[src/rtl/gl_cmd_fetch.sv]
// gl_cmd_fetch: command-stream fetch unit for the GL pipeline.
// Reads header and operand words from a 1-cycle-latency instruction BRAM
// and hands them to decode on two valid/ready channels (header, operand).
//
// state  | meaning
// S_REQ  | issue BRAM read at pc
// S_WAIT | BRAM data returns; latch into header or operand output register
// S_OUT  | present the latched word; hold until the consumer takes it
// S_DONE | END opcode fetched; fetch halted until redirect or reset
module gl_cmd_fetch #(
    parameter int                 ADDR_W     = 32,
    parameter int                 DATA_W     = 32,
    parameter logic [ADDR_W-1:0]  TEXT_START = '0,
    parameter int                 OPD_W      = 5
) (
    input  logic              clk,
    input  logic              reset,

    output logic [ADDR_W-1:0] mem_addr,
    output logic              mem_rd_en,
    input  logic [DATA_W-1:0] mem_rdata,

    output logic              cmd_valid,
    input  logic              cmd_ready,
    output logic [DATA_W-1:0] cmd_header,
    output logic [7:0]        cmd_opcode,
    output logic [OPD_W-1:0]  cmd_nopd,
    output logic [ADDR_W-1:0] cmd_addr,

    output logic              opd_valid,
    input  logic              opd_ready,
    output logic [DATA_W-1:0] opd_data,
    output logic [OPD_W-1:0]  opd_idx,
    output logic              opd_last,

    input  logic              redirect_valid,
    input  logic [ADDR_W-1:0] redirect_addr,

    output logic              done,
    output logic              unknown_op
);

    localparam logic [ADDR_W-1:0] PC_STEP = ADDR_W'(DATA_W / 8);
    localparam logic [7:0]        OP_END  = 8'hFF;

    typedef enum logic [1:0] {
        S_REQ  = 2'd0,
        S_WAIT = 2'd1,
        S_OUT  = 2'd2,
        S_DONE = 2'd3
    } state_t;

    typedef enum logic {
        PH_HDR = 1'b0,
        PH_OPD = 1'b1
    } phase_t;

    state_t              state_q, state_d;
    phase_t              phase_q, phase_d;
    logic [ADDR_W-1:0]   pc_q, pc_d;
    logic [OPD_W-1:0]    idx_q, idx_d;
    logic [DATA_W-1:0]   cmd_header_q, cmd_header_d;
    logic [OPD_W-1:0]    cmd_nopd_q, cmd_nopd_d;
    logic [ADDR_W-1:0]   cmd_addr_q, cmd_addr_d;
    logic [DATA_W-1:0]   opd_data_q, opd_data_d;
    logic [OPD_W-1:0]    opd_idx_q, opd_idx_d;
    logic                opd_last_q, opd_last_d;
    logic                done_q, done_d;
    logic                unknown_q, unknown_d;
    logic                handshake;

    function automatic logic [OPD_W-1:0] nopd_of(input logic [7:0] op);
        case (op)
            8'h03, 8'h04:                      nopd_of = OPD_W'(3);
            8'h11, 8'h13, 8'h16, 8'h17, 8'h18: nopd_of = OPD_W'(16);
            8'h19:                             nopd_of = OPD_W'(4);
            8'h1A:                             nopd_of = OPD_W'(6);
            default:                           nopd_of = '0;
        endcase
    endfunction

    function automatic logic op_known(input logic [7:0] op);
        case (op)
            8'h00, 8'h03, 8'h04, 8'h11, 8'h13,
            8'h16, 8'h17, 8'h18, 8'h19, 8'h1A: op_known = 1'b1;
            default:                           op_known = 1'b0;
        endcase
    endfunction

    // The read strobe is masked while reset is held so no read leaves the
    // block during reset even though the reset state is S_REQ.
    assign mem_rd_en  = reset && (state_q == S_REQ);
    assign mem_addr   = pc_q;
    assign cmd_valid  = (state_q == S_OUT) && (phase_q == PH_HDR);
    assign opd_valid  = (state_q == S_OUT) && (phase_q == PH_OPD);
    assign cmd_header = cmd_header_q;
    assign cmd_opcode = cmd_header_q[7:0];
    assign cmd_nopd   = cmd_nopd_q;
    assign cmd_addr   = cmd_addr_q;
    assign opd_data   = opd_data_q;
    assign opd_idx    = opd_idx_q;
    assign opd_last   = opd_last_q;
    assign done       = done_q;
    assign unknown_op = unknown_q;

    assign handshake = (state_q == S_OUT) &&
                       ((phase_q == PH_HDR) ? cmd_ready : opd_ready);

    // Next-state logic: redirect overrides the sequencer; a handshake that
    // coincides with a redirect is still consumed by decode.
    always_comb begin
        state_d      = state_q;
        phase_d      = phase_q;
        pc_d         = pc_q;
        idx_d        = idx_q;
        cmd_header_d = cmd_header_q;
        cmd_nopd_d   = cmd_nopd_q;
        cmd_addr_d   = cmd_addr_q;
        opd_data_d   = opd_data_q;
        opd_idx_d    = opd_idx_q;
        opd_last_d   = opd_last_q;
        done_d       = done_q;
        unknown_d    = unknown_q;

        if (redirect_valid) begin
            pc_d    = redirect_addr;
            state_d = S_REQ;
            phase_d = PH_HDR;
            done_d  = 1'b0;
        end else begin
            case (state_q)
                S_REQ: state_d = S_WAIT;
                S_WAIT: begin
                    if (phase_q == PH_HDR) begin
                        if (mem_rdata[7:0] == OP_END) begin
                            done_d  = 1'b1;
                            state_d = S_DONE;
                        end else begin
                            cmd_header_d = mem_rdata;
                            cmd_nopd_d   = nopd_of(mem_rdata[7:0]);
                            cmd_addr_d   = pc_q;
                            if (!op_known(mem_rdata[7:0])) begin
                                unknown_d = 1'b1;
                            end
                            state_d = S_OUT;
                        end
                    end else begin
                        opd_data_d = mem_rdata;
                        opd_idx_d  = idx_q;
                        opd_last_d = (idx_q == cmd_nopd_q - OPD_W'(1));
                        state_d    = S_OUT;
                    end
                end
                S_OUT: begin
                    if (handshake) begin
                        pc_d    = pc_q + PC_STEP;
                        state_d = S_REQ;
                        if (phase_q == PH_HDR) begin
                            if (cmd_nopd_q != '0) begin
                                phase_d = PH_OPD;
                                idx_d   = '0;
                            end
                        end else begin
                            idx_d = idx_q + OPD_W'(1);
                            if (opd_last_q) begin
                                phase_d = PH_HDR;
                            end
                        end
                    end
                end
                S_DONE:  state_d = S_DONE;
                default: state_d = S_REQ;
            endcase
        end
    end

    // State and output registers with synchronous active-low reset.
    always_ff @(posedge clk) begin
        if (!reset) begin
            state_q      <= S_REQ;
            phase_q      <= PH_HDR;
            pc_q         <= TEXT_START;
            idx_q        <= '0;
            cmd_header_q <= '0;
            cmd_nopd_q   <= '0;
            cmd_addr_q   <= '0;
            opd_data_q   <= '0;
            opd_idx_q    <= '0;
            opd_last_q   <= 1'b0;
            done_q       <= 1'b0;
            unknown_q    <= 1'b0;
        end else begin
            state_q      <= state_d;
            phase_q      <= phase_d;
            pc_q         <= pc_d;
            idx_q        <= idx_d;
            cmd_header_q <= cmd_header_d;
            cmd_nopd_q   <= cmd_nopd_d;
            cmd_addr_q   <= cmd_addr_d;
            opd_data_q   <= opd_data_d;
            opd_idx_q    <= opd_idx_d;
            opd_last_q   <= opd_last_d;
            done_q       <= done_d;
            unknown_q    <= unknown_d;
        end
    end

endmodule

[config.mk]
export PLATFORM = sky130hd
export DESIGN_NAME = gl_cmd_fetch
export DESIGN_NICKNAME = d
export VERILOG_FILES = /design/src/rtl/gl_cmd_fetch.sv
export SDC_FILE = /design/constraint.sdc
export NUM_CORES = 1
export LEC_CHECK = 0
export CAP_MARGIN = 20
export CORE_UTILIZATION = 57
export CTS_CLUSTER_SIZE = 8
export DETAILED_ROUTE_END_ITERATION = 8
export DONT_BUFFER_PORTS = 1
export PLACE_DENSITY = 0.82
export SYNTH_ARGS = -nofsm -noshare
export SYNTH_HDL_FRONTEND = slang
export SYNTH_SLANG_ARGS = --single-unit
export TNS_END_PERCENT = 30
[constraint.sdc]
create_clock -name clk -period 1.7 [get_ports clk]
set_clock_uncertainty 0.05 [all_clocks]
set_input_delay 0.255 -clock clk [delete_from_list [all_inputs] [get_ports clk]]
set_output_delay 0.255 -clock clk [all_outputs]
set_load 0.005 [all_outputs]
Word-level counts from Yosys, hierarchy flattened. Memory sizes are Yosys's and may differ from the RTL's. Cells that the tools add are included.

Add/sub/neg operators: 3. Eq/ne operators: 6. Muxes and demuxes: 19. Bitwise logic cells: 5. Reductions and logical operators: 18.

Operators with widths (count): 32-bit 2-to-1 mux (3); 32-bit by 3-bit adder with 32-bit output, second input constant (1); 5-bit 2-to-1 mux (3); 1-bit 2-to-1 mux (10); 8-bit equality test, second input constant (1); 2-bit one-hot mux with 4 select lines (1); 4-bit AND reduction (2); 3-bit AND reduction (2); 2-bit nonzero test (3); 5-bit by 1-bit adder with 5-bit output, second input constant (1); 5-bit equality test (1); 1-bit inverter (5); 5-bit AND reduction (1); 5-bit nonzero test (1); 5-bit by 1-bit subtractor with 5-bit output, second input constant (1); 2-bit equality test, second input constant (2); 1-bit logical AND (4); 2-bit 2-to-1 mux (2); 2-bit AND reduction (2); 3-bit logical NOT (1); 2-bit by 1-bit equality test with 1-bit output, second input constant (1); 2-bit logical NOT (1); 2-bit != test, second input constant (1); 2-bit OR reduction (1).

Register bits: 149. Memory bits (read-only): 160. Bits of input ports: 69. Output and inout bits: 152. Logic and storage cells: 65. Memories kept: 2.

Memory list: (no name shown) (depth 32, bits a word 4, rd ports 1, clocked after memory_dff 0, write ports 0, line 73) `case (op)`; (no name shown) (depth 32, bits a word 1, rd ports 1, clocked after memory_dff 0, write ports 0, line 83) `case (op)`.

Logic depth before layout (Yosys ltp).
Depth in word-level cells: 8. Depth in mapped cells: 9. Gate-level depth less buffers: 7.

Least setup slack after synthesis. Ideal clock, no wire load.

Path kind: input to register. From: input port mem_rdata[0]. To: register cmd_header_q[12], in the netlist cmd_header[12]. Library setup time: 0.122 ns. Arrival time: 1.581 ns. Data required time: 1.528 ns. Slack: -0.053 ns. Stages on the path: 9. Buffers on the path: 3. Path through: ha_1 -> nand4_1 -> nor2_1 -> or4_1 -> clkbuf_1 -> buf_4 -> buf_2 -> nand2_1 -> a21boi_0.

Longest elaborated chain between the ends: 3.

Ends and longest elaborated chain: start: declaration (line 21) `input logic [DATA_W-1:0] mem_rdata,`; 8-bit equality test (line 135) `if (mem_rdata[7:0] == OP_END) begin`; 1-bit inverter (no line); 4-bit AND reduction (no line); end signal: assignment (line 197) `cmd_header_q <= cmd_header_d;`; end: declaration (line 62) `logic [DATA_W-1:0] cmd_header_q, cmd_header_d;`.

Every way passes these cells. A chain may end at the register's enable or synchronous reset.

Final worst setup path.
From: register pc_q[6], in the netlist mem_addr[6]. To: register pc_q[26], in the netlist mem_addr[26].

Longest elaborated chain between the ends: 4.

Ends and longest elaborated chain: start: declaration (line 60) `logic [ADDR_W-1:0] pc_q, pc_d;`; start signal: assignment (line 195) `pc_q <= pc_d;`; 32-bit by 3-bit adder with 32-bit output (line 156) `pc_d = pc_q + PC_STEP;`; 32-bit 2-to-1 mux (line 155) `if (handshake) begin`; 32-bit 2-to-1 mux (line 131) `case (state_q)`; 32-bit 2-to-1 mux (line 125) `if (redirect_valid) begin`.

Every way passes these cells. The select of a mux whose other input is x is not followed.

==> metrics <==
outcome finished with violations; failing checks negative hold slack, negative setup slack; final WL between 15 and 20 mm; max-cap violation count 0; Clock Path Buffers 2; vias in the first global route 5759; largest net degree at the start of global routing between 100 and 150; Worst Path Arrival about 2.1 ns; cell family with most CP delay simple AND/OR/NAND/NOR gates; DIE AREA roughly 0.012 mm^2; Final Hold Viols around 120; Unique masters post-synth 46; Period Utilization, post-route 1.04; Post-synth top cells nand2_1, dfxtp_1, a21boi_0, clkbuf_1, o21ai_0; Synth Net Count between 800 and 900; Leakage 3.04 nW; TritonCTS clock tree built; Detail Placement HPWL ~11 mm; Fin Hold WS -0.190 ns; IO Port Bufs 0; initial core utilization 0.588; DR WL/cell roughly 20 um; number of cells on the worst hold path 1; CP dominant cell by count nand4_1; Worst Hold Class primary input to flip-flop; worst setup margin -0.0672 ns; Syn Inst Count slightly below 800; area share of the largest cell type after synthesis 0.463; number of DRC markers in iteration 0 ~630; Yosys warning count 0; global-route usage over all layers 0.314; crit path time final 1.77 ns; synthesis-stage register bit count 148; post-route cell area about 0.0084 mm^2; H-tree depth 4; GRT Residual Overflow 0; area grow syn2layout 31.7%; Synth area leaders dfxtp_1, nand2_1, a21boi_0; First-pass DRT Iterations 5; worst r2r src mem_addr[6]; power consumption between 0.007 and 0.008 W; Mean Syn Cell Area between 8 and 9 um^2; Slew HR 0.537; post-synth top area cell dfxtp_1; unrepaired setup endpoints after global routing yes; Die Wd 108 um; crit end category flip-flop; share of cells above drive strength 1 0.173; Seq/Total Area, Yosys 0.463; drt drc 0; Worst EP required 2.06 ns; Buf+Inv Stages, Crit Path 2; placer's final routability congestion estimate between 0.8 and 0.9; Pwr per Cell Area 938 mW/mm^2; FF-to-FF path depth 7; I/O pin total between 200 and 250; VDD IR-drop max just under 1000 uV; drt via density around 6.0; antenna violations before repair 0; Hold Path Origin reset; Post-synth EDFFs 0; Post-synth ARST share 0; Core ar. roughly 0.011 mm^2; Die Ht 108 um; post-synthesis cell area 0.00641 mm^2; Synth Flop Type dfxtp_1; Cell Area, Placed slightly below 0.007 mm^2; setup slack, reg-to-reg -0.07 ns; Crit-path slowest cell dfxtp_2; CTS root buf clkbuf_8; crit-path cells nand4_1, buf_4, nor3_4, buf_6, nand4_1, xor2_1, o21ai_1; CTS buffer count 17; crit-path max FO 8; crit-path max cell delay ~0.32 ns; hold endpoint unknown_op; most frequent cell after synthesis nand2_1; Final Max Slew Viols 0; clock slew at reported path FFs 0.06 ns; Std-Cell Rows 38; reg2reg end mem_addr[26]; Sink Count approximately 150; vias post-DR 6135; # nets final about 940; # diodes 0; worst skew pair latency 0.53 ns; Post-Place Worst Slack -0.186 ns; global-route wire length before repair 28.3 mm; Worst setup SP type flip-flop; max frequency roughly 570 MHz; Worst Max-Slew Pin Slew 0.693 ns; DRT antenna net count 0; Setup CP Type flip-flop to flip-flop; Final setup viols 11
==> metal layers <==
| metal | GRT usage | wire, um |
|---|---|---|
| met5 | 0 | 0 |
| met3 | 0.113 | 2010 |
| met1 | 0.331 | 7210 |
| met4 | 0.190 | 727 |
| met2 | 0.534 | 9850 |
==> sequential cells by signal, summed over array words and instances (netlist names) <==
register / cells
cmd_nopd: 4
idx_q: 5
done: 1
mem_addr: 32
opd_idx: 5
unknown_op: 1
phase_q: 1
state_q: 2
cmd_addr: 32
cmd_header: 32
opd_last: 1
opd_data: 32
==> layout by cell type (no fill, tap or decap), drive strengths merged, types with 2 or more instances in the layout <==
master	Yosys	layout
nor4	7	7
nand3	17	17
o21ai	29	29
xor2	17	17
o211a	5	5
a21boi	104	104
dlygate4sd3	0	65
nor2	23	23
o31ai	2	2
clkbuf	37	30
and3	4	4
a31oi	5	5
or3	7	7
dfxtp	148	148
nor3b	2	2
clkinv	0	2
a211oi	2	2
nand2b	6	6
or4	2	2
buf	24	70
xnor2	16	16
nand2	224	224
ha	8	8
nor2b	3	3
a21oi	22	22
inv	10	10
nor3	14	14
mux2i	6	6
nand4	17	17
==> per-stage QoR <==
step | TNS (ns) | util | std cells
finish | -0.372 | 0.775 | 1018
global route | -1.89 | 0.775 | 1018
CTS | -0.230 | 0.747 | 1010
detailed placement | -9.60 | 0.626 | 911
global placement | -5.72 | 0.626 | 911
floorplan | -0.0372 | - | 771
==> cell type report <==
class	instances	area [um^2]
Clock buffer	28	526
Clock inverter	3	40.0
Fill cell	655	2450
Inverter	10	37.5
Multi-Input combinational cell	552	3380
Sequential cell	148	2980
Tap cell	140	175
Timing Repair Buffer	137	1300
==> power by group <==
part | internal [W] | switching, W
logic | 0.000354 | 0.000326
registers | 0.00357 | 0.0000936
clock network | 0.00221 | 0.00136
total | 0.00613 | 0.00178
==> cells by family (layout without fill, tap and decap cells) <==
| group | after synthesis | after routing | synth area share |
|---|---|---|---|
| buffers and inverters | 71 | 178 | 0.0510 |
| muxes | 6 | 6 | 0.00996 |
| AOI/OAI and AO/OA | 176 | 176 | 0.189 |
| other | 1 | 1 | 0.000585 |
| adders and majority gates | 8 | 8 | 0.0156 |
| DFF | 148 | 148 | 0.462 |
| xor gates and xnor gates | 33 | 33 | 0.0451 |
| and+or+nand+nor | 328 | 328 | 0.227 |
==> how the worst max path moves through the flow <==
| stage | cells past startpoint | end | slack, ns | start |
|---|---|---|---|---|
| after floorplan | 6 | mem_addr[24] | -0.02 | mem_addr[2] |
| after global placement | 7 | cmd_addr[15] | -0.11 | mem_rdata[0] |
| after detailed placement | 6 | idx_q[4] | -0.19 | phase_q |
| after CTS | 3 | cmd_valid | -0.04 | state_q[0] |
| after global routing | 7 | mem_addr[26] | -0.13 | mem_addr[6] |
| final | 7 | mem_addr[26] | -0.07 | mem_addr[6] |
==> what timing repair did <==
action	CTS	global route
pin swaps	6	19
hold buffers	64	1
resized for setup	20	63
cloned	0	2
endpoints found under the hold margin	147	118
endpoints found under the setup margin	91	87
buffers inserted	4	5
Power figures use the tool's default switching activity.
